[src/rtl/multicycle_control_pkg.sv]
// Shared encodings for the multi-cycle RISC-V control sequencer: opcodes,
// FSM states, ALU operation classes and datapath select codes.
package riscv_ctrl_pkg;

  localparam logic [6:0] OP_R   = 7'h33;
  localparam logic [6:0] OP_I   = 7'h13;
  localparam logic [6:0] OP_LW  = 7'h03;
  localparam logic [6:0] OP_U   = 7'h37;
  localparam logic [6:0] OP_SW  = 7'h23;
  localparam logic [6:0] OP_B   = 7'h63;
  localparam logic [6:0] OP_JAL = 7'h6f;

  typedef enum logic [3:0] {
    S_INIT      = 4'd0,
    S_FETCH     = 4'd1,
    S_DECODE    = 4'd2,
    S_EXECUTE   = 4'd3,
    S_ALU_WB    = 4'd4,
    S_MEM_ADDR  = 4'd5,
    S_MEM_READ  = 4'd6,
    S_MEM_WB    = 4'd7,
    S_MEM_WRITE = 4'd8,
    S_BRANCH    = 4'd9,
    S_HALT      = 4'd10,
    S_JAL       = 4'd11
  } state_e;

  localparam logic [2:0] ALU_ADD   = 3'b000;
  localparam logic [2:0] ALU_IMM   = 3'b001;
  localparam logic [2:0] ALU_LUI   = 3'b010;
  localparam logic [2:0] ALU_BR    = 3'b011;
  localparam logic [2:0] ALU_JAL   = 3'b100;

  localparam logic [1:0] SRCB_RS2  = 2'b00;
  localparam logic [1:0] SRCB_FOUR = 2'b01;
  localparam logic [1:0] SRCB_IMM  = 2'b10;

  localparam logic [1:0] M2R_ALU   = 2'b00;
  localparam logic [1:0] M2R_MEM   = 2'b01;
  localparam logic [1:0] M2R_PC4   = 2'b10;

endpackage

[src/rtl/multicycle_control_if.sv]
// Control bundle between the sequencer (master) and the datapath (slave).
interface multicycle_control_if;
  logic [6:0] OP_i;
  logic       Mem_Ready_i;
  logic       PC_Write_o;
  logic       IR_Write_o;
  logic       IorD_o;
  logic       Mem_Read_o;
  logic       Mem_Write_o;
  logic       ALU_Src_A_o;
  logic [1:0] ALU_Src_B_o;
  logic [2:0] ALU_Op_o;
  logic       PC_Src_o;
  logic       Branch_o;
  logic       Reg_Write_o;
  logic [1:0] Mem_to_Reg_o;
  logic       Illegal_o;

  modport master (
    input  OP_i, Mem_Ready_i,
    output PC_Write_o, IR_Write_o, IorD_o, Mem_Read_o, Mem_Write_o,
           ALU_Src_A_o, ALU_Src_B_o, ALU_Op_o, PC_Src_o, Branch_o,
           Reg_Write_o, Mem_to_Reg_o, Illegal_o
  );

  modport slave (
    output OP_i, Mem_Ready_i,
    input  PC_Write_o, IR_Write_o, IorD_o, Mem_Read_o, Mem_Write_o,
           ALU_Src_A_o, ALU_Src_B_o, ALU_Op_o, PC_Src_o, Branch_o,
           Reg_Write_o, Mem_to_Reg_o, Illegal_o
  );
endinterface

[src/rtl/multicycle_control_retire_counter.sv]
// Wrapping retired-instruction counter with async active-low clear.
module retire_counter #(
  parameter int WIDTH = 32
) (
  input  logic             clk,
  input  logic             rst_n,
  input  logic             inc_i,
  output logic [WIDTH-1:0] count_o
);
  logic [WIDTH-1:0] count_q, count_d;

  always_comb begin
    count_d = count_q;
    if (inc_i) count_d = count_q + 1'b1;
  end

  always_ff @(posedge clk or negedge rst_n) begin
    if (!rst_n) count_q <= '0;
    else        count_q <= count_d;
  end

  assign count_o = count_q;
endmodule

[src/rtl/multicycle_control.sv]
// Multi-cycle instruction sequencer. Build with BRANCH_JUMP_EN to add the
// BRANCH/JAL states; otherwise B and JAL opcodes decode as illegal (HALT).
module multicycle_control
  import riscv_ctrl_pkg::*;
#(
  parameter int RETIRE_CNT_WIDTH = 32
) (
  input  logic                        clk,
  input  logic                        reset,
  multicycle_control_if.master        ctrl,
  output logic [RETIRE_CNT_WIDTH-1:0] Retire_Count_o
);
  state_e state_q, state_d;
  logic   retire;

  always_ff @(posedge clk or negedge reset) begin
    if (!reset) state_q <= S_INIT;
    else        state_q <= state_d;
  end

  always_comb begin
    state_d           = state_q;
    retire            = 1'b0;
    ctrl.PC_Write_o   = 1'b0;
    ctrl.IR_Write_o   = 1'b0;
    ctrl.IorD_o       = 1'b0;
    ctrl.Mem_Read_o   = 1'b0;
    ctrl.Mem_Write_o  = 1'b0;
    ctrl.ALU_Src_A_o  = 1'b0;
    ctrl.ALU_Src_B_o  = SRCB_RS2;
    ctrl.ALU_Op_o     = ALU_ADD;
    ctrl.Reg_Write_o  = 1'b0;
    ctrl.Mem_to_Reg_o = M2R_ALU;
    ctrl.Illegal_o    = 1'b0;
`ifdef BRANCH_JUMP_EN
    ctrl.PC_Src_o     = 1'b0;
    ctrl.Branch_o     = 1'b0;
`endif
    case (state_q)
      S_INIT: state_d = S_FETCH;
      S_FETCH: begin
        ctrl.Mem_Read_o  = 1'b1;
        ctrl.ALU_Src_B_o = SRCB_FOUR;
        ctrl.PC_Write_o  = ctrl.Mem_Ready_i;
        ctrl.IR_Write_o  = ctrl.Mem_Ready_i;
        if (ctrl.Mem_Ready_i) state_d = S_DECODE;
      end
      S_DECODE: begin
        // Precompute branch target into ALU-out while decoding
        ctrl.ALU_Src_B_o = SRCB_IMM;
        case (ctrl.OP_i)
          OP_R, OP_I, OP_U: state_d = S_EXECUTE;
          OP_LW, OP_SW:     state_d = S_MEM_ADDR;
`ifdef BRANCH_JUMP_EN
          OP_B:             state_d = S_BRANCH;
          OP_JAL:           state_d = S_JAL;
`endif
          default:          state_d = S_HALT;
        endcase
      end
      S_EXECUTE: begin
        ctrl.ALU_Src_A_o = 1'b1;
        ctrl.ALU_Src_B_o = (ctrl.OP_i == OP_R) ? SRCB_RS2 : SRCB_IMM;
        case (ctrl.OP_i)
          OP_I:    ctrl.ALU_Op_o = ALU_IMM;
          OP_U:    ctrl.ALU_Op_o = ALU_LUI;
          default: ctrl.ALU_Op_o = ALU_ADD;
        endcase
        state_d = S_ALU_WB;
      end
      S_ALU_WB: begin
        ctrl.Reg_Write_o = 1'b1;
        retire           = 1'b1;
        state_d          = S_FETCH;
      end
      S_MEM_ADDR: begin
        ctrl.ALU_Src_A_o = 1'b1;
        ctrl.ALU_Src_B_o = SRCB_IMM;
        ctrl.ALU_Op_o    = ALU_IMM;
        state_d = (ctrl.OP_i == OP_SW) ? S_MEM_WRITE : S_MEM_READ;
      end
      S_MEM_READ: begin
        ctrl.IorD_o     = 1'b1;
        ctrl.Mem_Read_o = 1'b1;
        if (ctrl.Mem_Ready_i) state_d = S_MEM_WB;
      end
      S_MEM_WB: begin
        ctrl.Reg_Write_o  = 1'b1;
        ctrl.Mem_to_Reg_o = M2R_MEM;
        retire            = 1'b1;
        state_d           = S_FETCH;
      end
      S_MEM_WRITE: begin
        ctrl.IorD_o      = 1'b1;
        ctrl.Mem_Write_o = 1'b1;
        if (ctrl.Mem_Ready_i) begin
          retire  = 1'b1;
          state_d = S_FETCH;
        end
      end
`ifdef BRANCH_JUMP_EN
      S_BRANCH: begin
        ctrl.ALU_Src_A_o = 1'b1;
        ctrl.ALU_Op_o    = ALU_BR;
        ctrl.Branch_o    = 1'b1;
        ctrl.PC_Src_o    = 1'b1;
        retire           = 1'b1;
        state_d          = S_FETCH;
      end
      S_JAL: begin
        ctrl.PC_Write_o   = 1'b1;
        ctrl.PC_Src_o     = 1'b1;
        ctrl.Reg_Write_o  = 1'b1;
        ctrl.Mem_to_Reg_o = M2R_PC4;
        ctrl.ALU_Op_o     = ALU_JAL;
        retire            = 1'b1;
        state_d           = S_FETCH;
      end
`endif
      S_HALT:  ctrl.Illegal_o = 1'b1;
      default: state_d = S_INIT;
    endcase
  end

`ifndef BRANCH_JUMP_EN
  assign ctrl.PC_Src_o = 1'b0;
  assign ctrl.Branch_o = 1'b0;
`endif

  retire_counter #(.WIDTH(RETIRE_CNT_WIDTH)) u_retire (
    .clk     (clk),
    .rst_n   (reset),
    .inc_i   (retire),
    .count_o (Retire_Count_o)
  );
endmodule

[src/flat_wrapper.sv]
// flat-port wrapper written by rule: the top's interface ports become plain ports
module multicycle_control_flat import riscv_ctrl_pkg::*;
#(
  parameter int RETIRE_CNT_WIDTH = 32
)
  (clk, reset, Retire_Count_o, ctrl_OP_i, ctrl_Mem_Ready_i, ctrl_PC_Write_o, ctrl_IR_Write_o, ctrl_IorD_o, ctrl_Mem_Read_o, ctrl_Mem_Write_o, ctrl_ALU_Src_A_o, ctrl_ALU_Src_B_o, ctrl_ALU_Op_o, ctrl_PC_Src_o, ctrl_Branch_o, ctrl_Reg_Write_o, ctrl_Mem_to_Reg_o, ctrl_Illegal_o);
  multicycle_control_if ctrl_i ();
  input  logic clk;
  input  logic reset;
  output logic [RETIRE_CNT_WIDTH-1:0] Retire_Count_o;
  input wire logic [$bits(ctrl_i.OP_i)-1:0] ctrl_OP_i;
  input wire logic [$bits(ctrl_i.Mem_Ready_i)-1:0] ctrl_Mem_Ready_i;
  output wire logic [$bits(ctrl_i.PC_Write_o)-1:0] ctrl_PC_Write_o;
  output wire logic [$bits(ctrl_i.IR_Write_o)-1:0] ctrl_IR_Write_o;
  output wire logic [$bits(ctrl_i.IorD_o)-1:0] ctrl_IorD_o;
  output wire logic [$bits(ctrl_i.Mem_Read_o)-1:0] ctrl_Mem_Read_o;
  output wire logic [$bits(ctrl_i.Mem_Write_o)-1:0] ctrl_Mem_Write_o;
  output wire logic [$bits(ctrl_i.ALU_Src_A_o)-1:0] ctrl_ALU_Src_A_o;
  output wire logic [$bits(ctrl_i.ALU_Src_B_o)-1:0] ctrl_ALU_Src_B_o;
  output wire logic [$bits(ctrl_i.ALU_Op_o)-1:0] ctrl_ALU_Op_o;
  output wire logic [$bits(ctrl_i.PC_Src_o)-1:0] ctrl_PC_Src_o;
  output wire logic [$bits(ctrl_i.Branch_o)-1:0] ctrl_Branch_o;
  output wire logic [$bits(ctrl_i.Reg_Write_o)-1:0] ctrl_Reg_Write_o;
  output wire logic [$bits(ctrl_i.Mem_to_Reg_o)-1:0] ctrl_Mem_to_Reg_o;
  output wire logic [$bits(ctrl_i.Illegal_o)-1:0] ctrl_Illegal_o;
  assign ctrl_i.OP_i = ctrl_OP_i;
  assign ctrl_i.Mem_Ready_i = ctrl_Mem_Ready_i;
  assign ctrl_PC_Write_o = ctrl_i.PC_Write_o;
  assign ctrl_IR_Write_o = ctrl_i.IR_Write_o;
  assign ctrl_IorD_o = ctrl_i.IorD_o;
  assign ctrl_Mem_Read_o = ctrl_i.Mem_Read_o;
  assign ctrl_Mem_Write_o = ctrl_i.Mem_Write_o;
  assign ctrl_ALU_Src_A_o = ctrl_i.ALU_Src_A_o;
  assign ctrl_ALU_Src_B_o = ctrl_i.ALU_Src_B_o;
  assign ctrl_ALU_Op_o = ctrl_i.ALU_Op_o;
  assign ctrl_PC_Src_o = ctrl_i.PC_Src_o;
  assign ctrl_Branch_o = ctrl_i.Branch_o;
  assign ctrl_Reg_Write_o = ctrl_i.Reg_Write_o;
  assign ctrl_Mem_to_Reg_o = ctrl_i.Mem_to_Reg_o;
  assign ctrl_Illegal_o = ctrl_i.Illegal_o;
  multicycle_control #(.RETIRE_CNT_WIDTH(RETIRE_CNT_WIDTH)) u_core (.clk(clk), .reset(reset), .ctrl(ctrl_i), .Retire_Count_o(Retire_Count_o));
endmodule
[config.mk]
export PLATFORM = sky130hd
export DESIGN_NAME = multicycle_control_flat
export DESIGN_NICKNAME = d
export VERILOG_FILES = /design/src/rtl/multicycle_control_pkg.sv /design/src/rtl/multicycle_control_if.sv /design/src/rtl/multicycle_control_retire_counter.sv /design/src/rtl/multicycle_control.sv /design/src/flat_wrapper.sv
export SDC_FILE = /design/constraint.sdc
export NUM_CORES = 1
export LEC_CHECK = 0
export ABC_CLOCK_PERIOD_IN_PS = 1900
export BUFFER_PORTS_ARGS = -buffer_cell sky130_fd_sc_hd__buf_2
export CORE_MARGIN = 2
export CORE_UTILIZATION = 50
export DETAILED_ROUTE_END_ITERATION = 6
export PLACE_DENSITY = 0.86
export REMOVE_ABC_BUFFERS = 1
export SKIP_CTS_REPAIR_TIMING = 1
export SLEW_MARGIN = 20
export SYNTH_ARGS = -nofsm -noshare
export SYNTH_HDL_FRONTEND = slang
export SYNTH_SLANG_ARGS = --single-unit
[constraint.sdc]
create_clock -name clk -period 1.9 [get_ports clk]
set_input_delay 0.475 -clock clk [delete_from_list [all_inputs] [get_ports clk]]
set_output_delay 0.475 -clock clk [all_outputs]
set_load 0.03 [all_outputs]
Word level (Yosys, flattened, before mapping)
Cells that the tools add are included.
Operators by class
  $add $sub $neg: 1
  div/mod/pow operators: 0
  bitwise operators: 1
  reductions and logical operators: 10
  multipliers: 0
  equality and inequality tests: 17
  shift-type cells: 0
  mux-type cells: 20
  order comparisons: 0
Operators by type and width (number)
  $add A32 B1 Y32 const B: 1
  $pmux W4 S8: 1
  $eq A7 B6 Y1 const B: 3
  $eq A4 B3 Y1 const B: 4
  $mux W4: 4
  $reduce_or A2 Y1: 6
  $mux W1: 9
  $eq A4 B2 Y1 const B: 2
  $eq A4 B4 Y1 const B: 2
  $pmux W4 S2: 1
  $eq A7 B2 Y1 const B: 1
  $eq A7 B5 Y1 const B: 1
  $ne A2 B2 Y1 const B: 3
  $pmux W2 S3: 1
  $pmux W3 S2: 1
  $reduce_or A3 Y1: 2
  $eq A4 B1 Y1 const B: 1
  $logic_not A4 Y1: 1
  $pmux W2 S2: 1
  $reduce_and A4 Y1: 1
  $mux W2: 1
  $pmux W1 S2: 1
  $not A1 Y1: 1
Word-level totals
  output and inout bits: 49
  ROM bits: 0
  logic and storage cells: 51
  memory bits (writable): 0
  bits of input ports: 10
  latch bits: 0
  register bits after elaboration: 36
  memories: 0

Logic depth before layout (Yosys ltp)
Gate-level depths: netlist of run 1.
  depth after elaboration: 4
  depth in mapped cells: 6
  gate-level depth less buffers: 5

Hierarchy
A second synthesis of run 1 with hierarchy kept.
Second synthesis, totals
  cells, all modules: 206
  area total of the unflattened synthesis: 2016.9 µm²
By module, submodules not included
  retire_counter: area an instance 1448.9 µm², cells each 123, times used 1
  multicycle_control: area an instance 568.0 µm², cells each 83, times used 1

Worst setup path before layout of run 1
OpenSTA, ideal clock, no wires.
  path kind: reg2out
  start: reg u_core.state_q[3]
  end: out ctrl_ALU_Op_o[0]
  arrival time: 1.881 ns
  slack: -0.456 ns
  path buffers: 1
  stages on the path, launching flop included: 6
  cells stage by stage: dfrtp_1 > buf_2 > nor2_1 > nand3_1 > or3_1 > o31ai_1
On the way
  longest elaborated chain between the ends: 2
  elaborated cells between the ends (all ways): 3
RTL lines
  start, declared: RTL line multicycle_control.sv:13  | state_e state_q, state_d;
  start signal, assigned: RTL line multicycle_control.sv:18  | else state_q <= state_d;
  $eq A4 B3 Y1 or $eq A4 B2 Y1 (tied branches): RTL line multicycle_control.sv:39  | case (state_q)
  $pmux W3 S2 *: RTL line multicycle_control.sv:39
  end, declared: RTL line flat_wrapper.sv:20  | output wire logic [$bits(ctrl_i.ALU_Op_o)-1:0] ctrl_ALU_Op_o;
Every way passes the cells marked *; elsewhere a longest branch is shown, timed or not.

Worst setup path in the final report of run 1
Same ends and word-level chain as after synthesis.

==> insert_results.sql, run 1 <==
INSERT INTO impl_metrics (metric_group, metric, value, unit) VALUES
('route', 'drt-total-wl', '5613', 'um'),
('synthesis', 'synth_sequential_area_ratio', '42.91', '%'),
('setup_path', 'r2r_setup_slack', '-60', 'ps'),
('sta', 'period_minus_slack', '2183', 'ps'),
('floorplanning', 'die-area', '0.004733', 'mm^2'),
('synthesis', 'synthFlopType', 'sky130_fd_sc_hd__dfrtp_1', ''),
('pwr', 'p_per_area', '1104', 'mW/mm^2'),
('cells_and_area', 'nNetsFinal', '293', ''),
('setup_path', 'crit_chain', 'nor2_2, nand3_2, or3_4, o31ai_4, buf_6', ''),
('sta', 'finalClockSkew', '10.87', 'ps'),
('floorplanning', 'initial_utilization', '52.11', '%'),
('placement', 'gp_congestion', '0.9275', ''),
('job', 'drv.max_cap_violation_count', '0', ''),
('clocking', 'cts.clk_slew.worst_paths', '80', 'ps'),
('floorplanning', 'ios', '59', ''),
('setup_path', 'regToRegEndpoint', 'u_core.u_retire.count_o[7]', ''),
('global_route', 'grt_antenna_before_repair', '0', ''),
('route', 'routed-via-count', '1890', ''),
('setup_path', 'kind_of_end_point_of_the_critical_path', 'primary output', ''),
('global_route', 'groute.usage.overall', '19.86', '%'),
('cells_and_area', 'post_route_cells_drive_above_1_share', '48.41', '%'),
('placement', 'place_hpwl', '3262', 'um'),
('pwr', 'power_leakage', '1.400', 'nW'),
('global_route', 'grt_max_degree', '37', ''),
('setup_path', 'criticalPathCategory', 'reg -> out', ''),
('setup_path', 'worstPathRequired', '1420', 'ps'),
('placement', 'place_worst_setup_slack', '-136.0', 'ps'),
('synthesis', 'yosys_warnings', '0', ''),
('floorplanning', 'core_region_area', '0.004029', 'mm^2'),
('clocking', 'sinks_on_the_clock_net', '36', ''),
('hold_path', 'min_path_type', 'in -> async', ''),
('route', 'drt_first_pass_iters', '4', ''),
('run_status', 'violations_in_the_final_reports', 'negative setup slack', ''),
('placement', 'port_buffers', '54', ''),
('setup_path', 'critical_path.reg2reg.startpoint', 'u_core.state_q[3]', ''),
('cells_and_area', 'area_growth', '47.08', '%'),
('synthesis', 'flops_latches_synth', '36', ''),
('sta', 'setup_viol', '19', ''),
('route', 'drt_first_iter_violations', '151', ''),
('sta', 'hold_violations', '0', ''),
('sta', 'grt_setup_unrepaired', 'true', ''),
('setup_path', 'crit_arrival', '1710', 'ps'),
('clocking', 'cts-root-buf', 'sky130_fd_sc_hd__clkbuf_8', ''),
('synthesis', 'asyncSetResetFlopFracSynth', '100.0', '%'),
('route', 'route.antenna.remaining_nets', '0', ''),
('route', 'wl_per_instance', '16.86', 'um'),
('global_route', 'first_global_vias', '1561', ''),
('sta', 'setup_ws', '-283.3', 'ps'),
('floorplanning', 'die_height', '68.80', 'um'),
('cells_and_area', 'fillCellCount', '259', ''),
('sta', 'finalCritPeriodShare', '114.9', '%'),
('setup_path', 'timing.critical_path.from_type', 'register', ''),
('synthesis', 'netlist-cell-type-count', '45', ''),
('run_status', 'status', 'finished, violations left', ''),
('route', 'remaining_design_rule_violation_count', '0', ''),
('sta', 'timing.final.max_slew_violations', '0', ''),
('setup_path', 'critical_path.max_fanout', '3', ''),
('setup_path', 'cp_slowest_cell', 'sky130_fd_sc_hd__dfrtp_1', ''),
('synthesis', 'post_synth.cell_area_avg', '10.45', 'um^2'),
('setup_path', 'worst_path_largest_cell_delay', '420', 'ps'),
('pwr', 'irDropWorstVdd', '0.9480', 'mV'),
('setup_path', 'worst_r2r_path_depth', '8', ''),
('global_route', 'grt.overflow.total', '0', ''),
('clocking', 'htree_num_levels', '2', ''),
('clocking', 'cts_buffers', '5', ''),
('synthesis', 'number_of_enable_flip_flop_cells_after_synthesis', '0', ''),
('route', 'detail_route.vias_per_cell', '5.676', ''),
('floorplanning', 'chipWidth', '68.80', 'um'),
('synthesis', 'syn_area', '0.002100', 'mm^2'),
('cells_and_area', 'diode_insertion_count_for_antenna_repair', '0', ''),
('sta', 'hold_slack', '211.2', 'ps'),
('clocking', 'clock_latency', '300', 'ps'),
('floorplanning', 'std_cell_rows', '23', ''),
('synthesis', 'synthCells', '201', ''),
('global_route', 'grt_first_pass_wirelength', '7031', 'um'),
('clocking', 'clock_tree_from_tritoncts', 'yes', ''),
('sta', 'fmaxAchievable', '458.0', 'MHz'),
('clocking', 'clockBufferDepth', '2', '');
synth_stat cells (all sizes together), types with 3 or more instances:
cell type	number	area, um^2
nand3	8	57.56
a21oi	5	25.02
nor3b	4	30.03
clkbuf	3	11.26
nor4	8	100.1
dfrtp	36	900.9
nor3	14	70.07
nand2b	6	37.54
nor2	14	52.55
buf	11	78.82
nand4	4	25.02
and4	6	52.55
xor2	30	262.8
nor4b	6	86.33
nand3b	4	42.54
nand2	16	60.06
how the worst max path moves through the flow:
| stage | from | endpoint | depth (start not counted) |
|---|---|---|---|
| after CTS | u_core.state_q[3] | ctrl_ALU_Op_o[0] | 5 |
| final | u_core.state_q[3] | ctrl_ALU_Op_o[0] | 5 |
| after detailed placement | ctrl_OP_i[6] | ctrl_ALU_Op_o[0] | 5 |
| after global placement | ctrl_OP_i[6] | ctrl_ALU_Op_o[0] | 5 |
| after global routing | u_core.state_q[2] | ctrl_ALU_Op_o[0] | 5 |
| after floorplan | u_core.state_q[1] | ctrl_IR_Write_o | 2 |
area by class of cell:
cell class | count | area (um^2) | area share (%)
Tap cell | 50 | 62.56 | 2.026
Clock inverter | 2 | 10.01 | 0.3241
Clock buffer | 6 | 82.58 | 2.674
Multi-Input combinational cell | 154 | 1379 | 44.65
Inverter | 1 | 3.754 | 0.1216
Timing Repair Buffer | 84 | 648.1 | 20.99
Sequential cell | 36 | 902.1 | 29.21
worst max-delay path: cells and delay by family, from the launching register on:
kind / cells / cell delay, ps
DFF: 1 / 420
and+or+nand+nor: 3 / 660
AOI/OAI and AO/OA: 1 / 190
buffers and inverters: 1 / 160
state kept, by name, summed over array words and instances (netlist names):
signal,flops
u_core.state_q,4
u_core.u_retire.count_o,32
layout by cell type (no fill, tap or decap), types with 5 or more instances in the layout:
cell type / count
sky130_fd_sc_hd__and4_1: 6
sky130_fd_sc_hd__buf_2: 41
sky130_fd_sc_hd__buf_4: 23
sky130_fd_sc_hd__buf_6: 16
sky130_fd_sc_hd__clkbuf_8: 6
sky130_fd_sc_hd__dfrtp_1: 35
sky130_fd_sc_hd__nand2_1: 16
sky130_fd_sc_hd__nand3_1: 5
sky130_fd_sc_hd__nor2_1: 8
sky130_fd_sc_hd__nor2_4: 5
sky130_fd_sc_hd__nor3_1: 7
sky130_fd_sc_hd__nor3_2: 6
sky130_fd_sc_hd__nor4_4: 8
sky130_fd_sc_hd__xor2_1: 29
where the power goes:
| part | switching, W | internal [W] | leakage (nW) | total, W |
|---|---|---|---|---|
| clock | 0.000275 | 0.000289 | 0.0510 | 0.000564 |
| sequential | 0.000119 | 0.000859 | 0.393 | 0.000978 |
| combinational | 0.00103 | 0.000835 | 0.956 | 0.00187 |
per-layer routing:
layer,vias to the layer above,share of wire (%),track usage (%)
met3,11,5.0,4.383
met1,946,42,25.90
met5,-,0,0
met4,0,2.2,8.333
met2,60,50,31.85
li1,873,-,-
stage by stage:
stage               cell area [um^2]  total power, W  util (%)  setup TNS [ps]  instances
floorplan                       2021        0.001776         -           -2119        190
global placement                2499        0.002230     62.02          -89.13        310
detailed placement              2499        0.002260     62.02          -136.0        310
CTS                             2591        0.002819     64.32           -1955        318
global route                    3088        0.003569     76.65           -3006        333
finish                          3088        0.003409     76.65           -1635        333
cells by family (layout without fill, tap and decap cells):
group	after synthesis	in the layout	share of synthesized area, %
AND/OR/NAND/NOR	99	99	32.48
flip-flops	36	36	42.91
adder cells (fa/ha/maj)	1	1	0.5959
multiplexers	1	1	0.5363
other	1	4	0.1786
XOR/XNOR	32	32	13.35
buffers and inverters	15	93	4.469
AO/OA/AOI/OAI	16	17	5.483
Power figures use the tool's default switching activity.
==> run 2, diff against run 1 <==
Settings changed: ABC_CLOCK_PERIOD_IN_PS 1900 to 2210.
Clock period 1.9 ns to 2.21 ns, I/O delays scaled along.
==> run 2 against run 1 <==
- register-to-register slack better by 440 ps
- final cell count down 7.8%
- first-iteration DRC count down 24%
- clock power down 16%
- the flow still finishes with violations (negative setup slack)
- die area unchanged
- non-clock buffer count down 25
- sequential power down 12%
- largest cell class unchanged
- via count down 11%
- count of clock-buffer cells in the layout up 2
==> insert_results.sql, run 2 (same netlist as run 1, synthesis figures left out) <==
INSERT INTO impl_metrics (metric_group, metric, value, unit) VALUES
('run_status', 'status', 'finished, violations left', ''),
('run_status', 'violations_in_the_final_reports', 'negative setup slack', ''),
('placement', 'gp_congestion', '0.9132', ''),
('sta', 'finalClockSkew', '8.047', 'ps'),
('cells_and_area', 'layout_commonest_cell', 'sky130_fd_sc_hd__buf_2', ''),
('job', 'drv.max_cap_violation_count', '0', ''),
('cells_and_area', 'final_cell_mix', 'sky130_fd_sc_hd__buf_2 (51), sky130_fd_sc_hd__dfrtp_1 (36), sky130_fd_sc_hd__xor2_1 (30)', ''),
('setup_path', 'critical_path.max_fanout', '3', ''),
('placement', 'port_buffers', '54', ''),
('cells_and_area', 'fin_area', '0.002529', 'mm^2'),
('route', 'routed-via-count', '1689', ''),
('floorplanning', 'chipWidth', '68.80', 'um'),
('global_route', 'grt_first_pass_wirelength', '7038', 'um'),
('pwr', 'irDropWorstVdd', '0.6062', 'mV'),
('sta', 'period_minus_slack', '2255', 'ps'),
('floorplanning', 'die_height', '68.80', 'um'),
('cells_and_area', 'area_growth', '20.44', '%'),
('floorplanning', 'ios', '59', ''),
('pwr', 'p_per_area', '915.8', 'mW/mm^2'),
('clocking', 'clock_tree_from_tritoncts', 'yes', ''),
('clocking', 'cts_buffers', '5', ''),
('floorplanning', 'die-area', '0.004733', 'mm^2'),
('route', 'drt_first_pass_iters', '5', ''),
('route', 'route.antenna.remaining_nets', '0', ''),
('cells_and_area', 'nNetsFinal', '267', ''),
('clocking', 'clockBufferDepth', '2', ''),
('floorplanning', 'std_cell_rows', '23', ''),
('sta', 'setup_ws', '-45.13', 'ps'),
('placement', 'place_worst_setup_slack', '58.08', 'ps'),
('cells_and_area', 'post_route_cells_drive_above_1_share', '34.63', '%'),
('placement', 'cell_area_placed', '0.002391', 'mm^2'),
('sta', 'worst_slew_pin_slew', '782.2', 'ps'),
('floorplanning', 'initial_utilization', '52.11', '%'),
('cells_and_area', 'sequential_cell_area', '900.9', 'um^2'),
('floorplanning', 'core_region_area', '0.004029', 'mm^2'),
('setup_path', 'r2r_setup_slack', '380', 'ps'),
('sta', 'fmaxAchievable', '443.4', 'MHz'),
('pwr', 'power_leakage', '1.059', 'nW'),
('global_route', 'grt_max_degree', '37', ''),
('cells_and_area', 'fillCellCount', '334', ''),
('route', 'drt-total-wl', '4420', 'um'),
('clocking', 'clock_latency', '280', 'ps'),
('setup_path', 'criticalPathCategory', 'reg -> out', ''),
('global_route', 'first_global_vias', '1569', ''),
('cells_and_area', 'largest_register_ffs', '32', ''),
('clocking', 'sinks_on_the_clock_net', '36', ''),
('sta', 'timing.final.max_slew_violations', '0', ''),
('hold_path', 'min_path_type', 'in -> async', ''),
('route', 'drt_first_iter_violations', '115', ''),
('setup_path', 'timing.critical_path.from_type', 'register', ''),
('sta', 'setup_viol', '1', ''),
('route', 'detail_route.vias_per_cell', '5.502', ''),
('sta', 'finalCritPeriodShare', '102.0', '%'),
('cells_and_area', 'diode_insertion_count_for_antenna_repair', '0', ''),
('sta', 'grt_setup_unrepaired', 'true', ''),
('global_route', 'groute.usage.overall', '19.53', '%'),
('route', 'remaining_design_rule_violation_count', '0', ''),
('placement', 'place_hpwl', '3116', 'um'),
('route', 'wl_per_instance', '14.40', 'um'),
('sta', 'sum_neg_setup_slack', '-45.13', 'ps'),
('setup_path', 'kind_of_end_point_of_the_critical_path', 'primary output', ''),
('clocking', 'cts-root-buf', 'sky130_fd_sc_hd__clkbuf_8', ''),
('sta', 'hold_violations', '0', ''),
('global_route', 'grt.overflow.total', '0', ''),
('clocking', 'htree_num_levels', '2', ''),
('global_route', 'grt_antenna_before_repair', '0', ''),
('clocking', 'cts.clk_slew.worst_paths', '70', 'ps'),
('setup_path', 'worstPathRequired', '1660', 'ps'),
('cells_and_area', 'area_taken_by_multi_input_logic_gates', '0.001152', 'mm^2'),
('sta', 'timing.max_slew.rel_slack', '47.86', '%'),
('setup_path', 'crit_arrival', '1700', 'ps');
## run 2: cell types whose count changed in the layout (fill, tap and decap cells not counted), sizes merged
cell | previous run | this run
buf | 82 | 59
clkinv | 2 | 0
o22a | 2 | 1
## run 2: path summary, 6_finish.rpt
kind	startpoint	end	cells past startpoint
max in group asynchronous	reset	u_core.u_retire.count_o[0]	1
worst min-delay path	reset	u_core.u_retire.count_o[5]	1
min in group clk	u_core.u_retire.count_o[19]	u_core.u_retire.count_o[19]	1
worst min register to register	u_core.u_retire.count_o[19]	u_core.u_retire.count_o[19]	1
worst max register to register	u_core.state_q[2]	u_core.u_retire.count_o[15]	5
worst max-delay path	u_core.state_q[2]	ctrl_ALU_Op_o[0]	5
## run 2: per-layer routing
| layer | up-vias | wire length, um | global-route usage [%] |
|---|---|---|---|
| met5 | - | 0 | 0 |
| met4 | 0 | 67 | 6.863 |
| met3 | 6 | 191 | 4.058 |
| met2 | 51 | 2117 | 32.57 |
| met1 | 811 | 2044 | 25.05 |
| li1 | 821 | - | - |
## run 2: worst max-delay path, cell delays in order (launching register included)
cell	delay, ps
sky130_fd_sc_hd__dfrtp_1	390
sky130_fd_sc_hd__nor2_2	160
sky130_fd_sc_hd__nand3_2	110
sky130_fd_sc_hd__or3_4	420
sky130_fd_sc_hd__o31ai_4	190
sky130_fd_sc_hd__buf_6	160
## run 2: layout make-up
| type | count | share of cell area (%) |
|---|---|---|
| clock buffer | 8 | 3.563 |
| inverter | 1 | 0.1484 |
| multi-input combinational | 153 | 45.57 |
| sequential | 36 | 35.63 |
| tap | 50 | 2.474 |
| timing repair buffer | 59 | 12.62 |
## run 2: where the power goes
part | switching (W) | internal (W) | leakage, nW
Clock | 0.000218 | 0.000254 | 0.0455
Sequential | 0.000125 | 0.000736 | 0.394
Combinational | 0.000632 | 0.000351 | 0.619
Total | 0.000974 | 0.00134 | 1.06
## run 2: through the flow
step | hold slack (ps) | std cells | utilization [%] | power, W
after global placement | 449.9 | 299 | 59.35 | 0.001794
after CTS | 378.6 | 307 | 61.58 | 0.002280
after detailed placement | 468.4 | 299 | 59.35 | 0.001812
after global routing | 394.6 | 307 | 62.76 | 0.002454
after floorplan | 256.9 | 190 | - | 0.001527
final | 345.8 | 307 | 62.76 | 0.002316
